[config.mk]
export PLATFORM = sky130hd
export DESIGN_NAME = uart_rx
export DESIGN_NICKNAME = d
export VERILOG_FILES = /design/src/rtl/uart_rx.sv
export SDC_FILE = /design/constraint.sdc
export NUM_CORES = 1
export LEC_CHECK = 0
export ABC_AREA = 1
export BUFFER_PORTS_ARGS = -buffer_cell sky130_fd_sc_hd__buf_2
export CORE_MARGIN = 2
export CORE_UTILIZATION = 30
export CTS_CLUSTER_SIZE = 14
export DETAILED_ROUTE_END_ITERATION = 8
export HOLD_SLACK_MARGIN = 0.03
export SLEW_MARGIN = 20
export SYNTH_ARGS = -nofsm -noshare
export SYNTH_HDL_FRONTEND = slang
export SYNTH_SLANG_ARGS = --single-unit
[constraint.sdc]
create_clock -name clk -period 2.58 [get_ports clk]
set_input_delay 0.129 -clock clk [delete_from_list [all_inputs] [get_ports clk]]
set_output_delay 0.129 -clock clk [all_outputs]
set_load 0.1 [all_outputs]
[src/rtl/uart_rx.sv]
// 8N1-style UART receiver: 2-flop synchronizer, 16x-oversampled FSM, held byte with ack/overrun.
// Latency: 8+16*(DATA_BITS+1) ticks after the start edge is seen; the held byte waits for rx_ack.
module uart_rx #(
  parameter int DATA_BITS = 8
) (
  input  logic                 clk,
  input  logic                 rst_n,
  input  logic                 tick,
  input  logic                 rx,
  input  logic                 rx_ack,
  output logic [DATA_BITS-1:0] rx_data,
  output logic                 rx_valid,
  output logic                 overrun,
  output logic                 frame_err,
  output logic                 busy
);

  localparam int IW = (DATA_BITS > 1) ? $clog2(DATA_BITS) : 1;

  typedef enum logic [2:0] {
    ST_IDLE,
    ST_START,
    ST_DATA,
    ST_STOP,
    ST_BREAK
  } state_t;

  state_t                 state, state_n;
  logic [3:0]             cnt, cnt_n;
  logic [IW-1:0]          idx, idx_n;
  logic [DATA_BITS-1:0]   shreg, shreg_n;
  logic                   rx_meta, rx_s;
  logic                   deliver, ferr, ack;
  logic                   valid_n, overrun_n;

  always_ff @(posedge clk or negedge rst_n) begin
    if (!rst_n) begin
      rx_meta   <= 1'b1;
      rx_s      <= 1'b1;
      state     <= ST_IDLE;
      cnt       <= '0;
      idx       <= '0;
      shreg     <= '0;
      rx_data   <= '0;
      rx_valid  <= 1'b0;
      overrun   <= 1'b0;
      frame_err <= 1'b0;
    end else begin
      rx_meta   <= rx;
      rx_s      <= rx_meta;
      state     <= state_n;
      cnt       <= cnt_n;
      idx       <= idx_n;
      shreg     <= shreg_n;
      rx_valid  <= valid_n;
      overrun   <= overrun_n;
      frame_err <= ferr;
      if (deliver) rx_data <= shreg;
    end
  end

  always_comb begin
    state_n = state;
    cnt_n   = cnt;
    idx_n   = idx;
    shreg_n = shreg;
    deliver = 1'b0;
    ferr    = 1'b0;
    if (tick) begin
      case (state)
        ST_IDLE: begin
          if (!rx_s) begin
            state_n = ST_START;
            cnt_n   = '0;
          end
        end
        ST_START: begin
          // mid start bit: a high line here was only a glitch
          if (cnt == 4'd7) begin
            cnt_n = '0;
            idx_n = '0;
            state_n = rx_s ? ST_IDLE : ST_DATA;
          end else begin
            cnt_n = cnt + 4'd1;
          end
        end
        ST_DATA: begin
          cnt_n = cnt + 4'd1;
          if (cnt == 4'd15) begin
            shreg_n = {rx_s, shreg[DATA_BITS-1:1]};
            if (idx == IW'(DATA_BITS - 1)) begin
              state_n = ST_STOP;
            end else begin
              idx_n = idx + IW'(1);
            end
          end
        end
        ST_STOP: begin
          cnt_n = cnt + 4'd1;
          if (cnt == 4'd15) begin
            if (rx_s) begin
              deliver = 1'b1;
              state_n = ST_IDLE;
            end else begin
              ferr    = 1'b1;
              state_n = ST_BREAK;
            end
          end
        end
        ST_BREAK: begin
          if (rx_s) state_n = ST_IDLE;
        end
        default: state_n = ST_IDLE;
      endcase
    end
  end

  // an ack landing with a new byte clears overrun but keeps the new byte valid
  always_comb begin
    ack       = rx_ack & rx_valid;
    valid_n   = deliver | (rx_valid & ~ack);
    overrun_n = (overrun & ~ack) | (deliver & rx_valid & ~rx_ack);
  end

  assign busy = (state != ST_IDLE);

endmodule

==> flow_summary.ini <==
[outcome]
status = completed

[worst_setup_path]
r2r_start = cnt[1]
cp_data_arrival_time_ns = 1.41
worstSetupPathType = register to output port
path_max_fanout = 7
crit_start = state[1]
required_ns = 2.45
crit_path_start_kind = register
worstSetupEndpointType = output port

[placed_design]
gp_congestion = 0.824
hpwl_microns = 1820
io_buffers = 16
dp.cells = 258

[logic_synthesis]
synth-warning-count = 0
synth_seq_area_share_pct = 51.7
ys_seq_elements = 31
yosys.cell_types.count = 23
syn_nets = 186
syn_area_sq_um = 1510
synth.avg_cell_area_sq_um = 8.46
syn_inst = 178

[cts]
cts_max_level = 2
postCtsHoldBufs = 2
cts_resized = 0
cts_tree = built
clock_sinks = 31
path_clk_slew_ns = 0.06
post_cts_buffers = 0
clk_path_buf_depth = 2
clock-root-buffer = clkbuf_8
cts_made_buffers = 5
clk_latency_ns = 0.28

[sta]
skew_ns = 0.00940
rsz0062_at_grt = no
tightest_slew_ns = 0.668
slew_viol_final = 0
finalHoldViolCount = 0
setup_viol = 0
fmax_mhz = 651
period_needed_ns = 1.53
finalSetupTns_ns = 0
max-slew-margin-rel_pct = 55.5
fin_crit_sh_pct = 59.5

[grt]
grt_pass1_vias = 1049
antenna_found_initial = 0
grt-ovfl-total = 0
grt_pass1_wl_microns = 4440
grt_usage_pct = 10.3
grt_start_max_net_pins = 32

[layout]
finish.net_count = 208
antenna_cells = 0
layout_common_cells = 56 x nand2_1, 29 x dfrtp_1, 22 x inv_1, 16 x buf_2, 14 x nor2_1
drive_gt1_share_pct = 21.9
fin_util_pct = 37.2
layout.cells.non_filler = 268
mostFrequentLayoutCell = nand2_1
area_growth_pct = 18.2

[drt]
dr.pass1.iters = 4
antenna_left = 0
drt-initial-drc-count = 46
viasPerCell = 4.13
drc = 0
finalWirelength_microns = 2510
wl_per_cell_microns = 9.35
num_vias = 1106

[power_and_ir_drop]
p_sw_mw = 0.516
total_power_mw = 1.47
cellLeakagePower_nw = 0.914
clock_power_share_pct = 32.8
pwr-share-comb_pct = 27.4
sw_frac_of_total_pct = 35.1
power_density_nw_per_um2 = 828
peakVddDrop_mv = 0.689
p_int_mw = 0.957
pwr-share-seq_pct = 39.8

[die]
die_area_sq_um = 5600
rows = 25
ios = 17
core_sq_um = 4790
chipHeight_microns = 74.8
start_util_pct = 31.5
dieWidth_microns = 74.8

[hold_path]
min-delay-start = rx_ack
min_path_type = input pin to register

[flow_run]
cap_violations = 0
-- routing by layer --
metal  up-vias  GRT usage, %  share of wire [%]  wire length [microns]
met2        17          15.2                 44                   1100
met5         -             0                  0                      0
met1       484          14.1                 51                   1290
met4         0          4.76                1.5                     38
met3         4          2.95                3.3                     83
li1        601             -                  -                      -
-- state kept, by name, indices dropped and copies added (netlist names) --
signal     flops
idx            3
rx_s           1
rx_data        8
shreg          8
rx_valid       1
cnt            4
overrun        1
rx_meta        1
frame_err      1
state          3
-- cell usage after synthesis --
cell	count	area, sq um
nand2_1	56	210
dfrtp_1	29	726
inv_1	22	82.6
nor2_1	14	52.6
nand3_1	11	55.1
o21ai_1	8	40.0
o21ai_2	7	61.3
nor2_2	4	25.0
o21ai_0	4	20.0
ha_1	3	37.5
nand4_1	3	18.8
a21oi_1	2	10.0
buf_6	2	22.5
dfstp_2	2	52.6
nand2_2	2	12.5
nand3_2	2	20.0
buf_2	1	5.00
inv_2	1	3.75
nand3_4	1	17.5
nand3b_1	1	7.51
nor2_4	1	11.3
nor3_1	1	5.00
xor2_1	1	8.76
-- worst max-delay path, cell delays in order, from the launching register on --
cell and delay (ns):
dfrtp_1 0.46, inv_1 0.12, nand2_1 0.11, buf_2 0.43
-- cell families after synthesis --
family	synth area share (%)
adders and majority gates	2.49
and+or+nand+nor	28.9
DFF	51.7
buffers and inverters	7.56
xor gates and xnor gates	0.582
AOI/OAI and AO/OA	8.73
-- through the flow --
stage	hold slack, ns	instance area (sq um)	setup slack [ns]
2_1_floorplan	-0.167	1510	0.850
3_3_place_gp	0.209	1640	1.12
3_5_place_dp	0.207	1640	1.08
4_1_cts	0.103	1780	1.03
5_1_grt	0.123	1780	0.879
6_report	0.108	1780	1.05
-- cell type report --
class	count	area, sq um
clock buffers	6	82.6
repair buffers	18	100
inverters	23	86.3
fillers	497	3010
multi-input cells	121	613
flip-flops and latches	31	778
clock inverters	2	35.0
well taps	67	83.8
-- worst paths after layout --
kind | to | slack (ns) | cells after the start
max | busy | 1.05 | 3
min in group asynchronous | shreg[1] | 0.43 | 2
min | overrun | 0.11 | 4
max in group asynchronous | cnt[0] | 1.70 | 2
min reg2reg | rx_s | 0.36 | 0
max reg2reg | overrun | 1.09 | 9
-- power by group through the flow --
stage | combinational [mW] | sequential (mW) | clock [mW]
2_1_floorplan | 0.333 | 0.581 | 0
3_3_place_gp | 0.411 | 0.592 | 0
3_5_place_dp | 0.405 | 0.592 | 0
4_1_cts | 0.407 | 0.585 | 0.497
5_1_grt | 0.467 | 0.596 | 0.519
6_report | 0.404 | 0.586 | 0.484
Power figures use the tool's default switching activity.
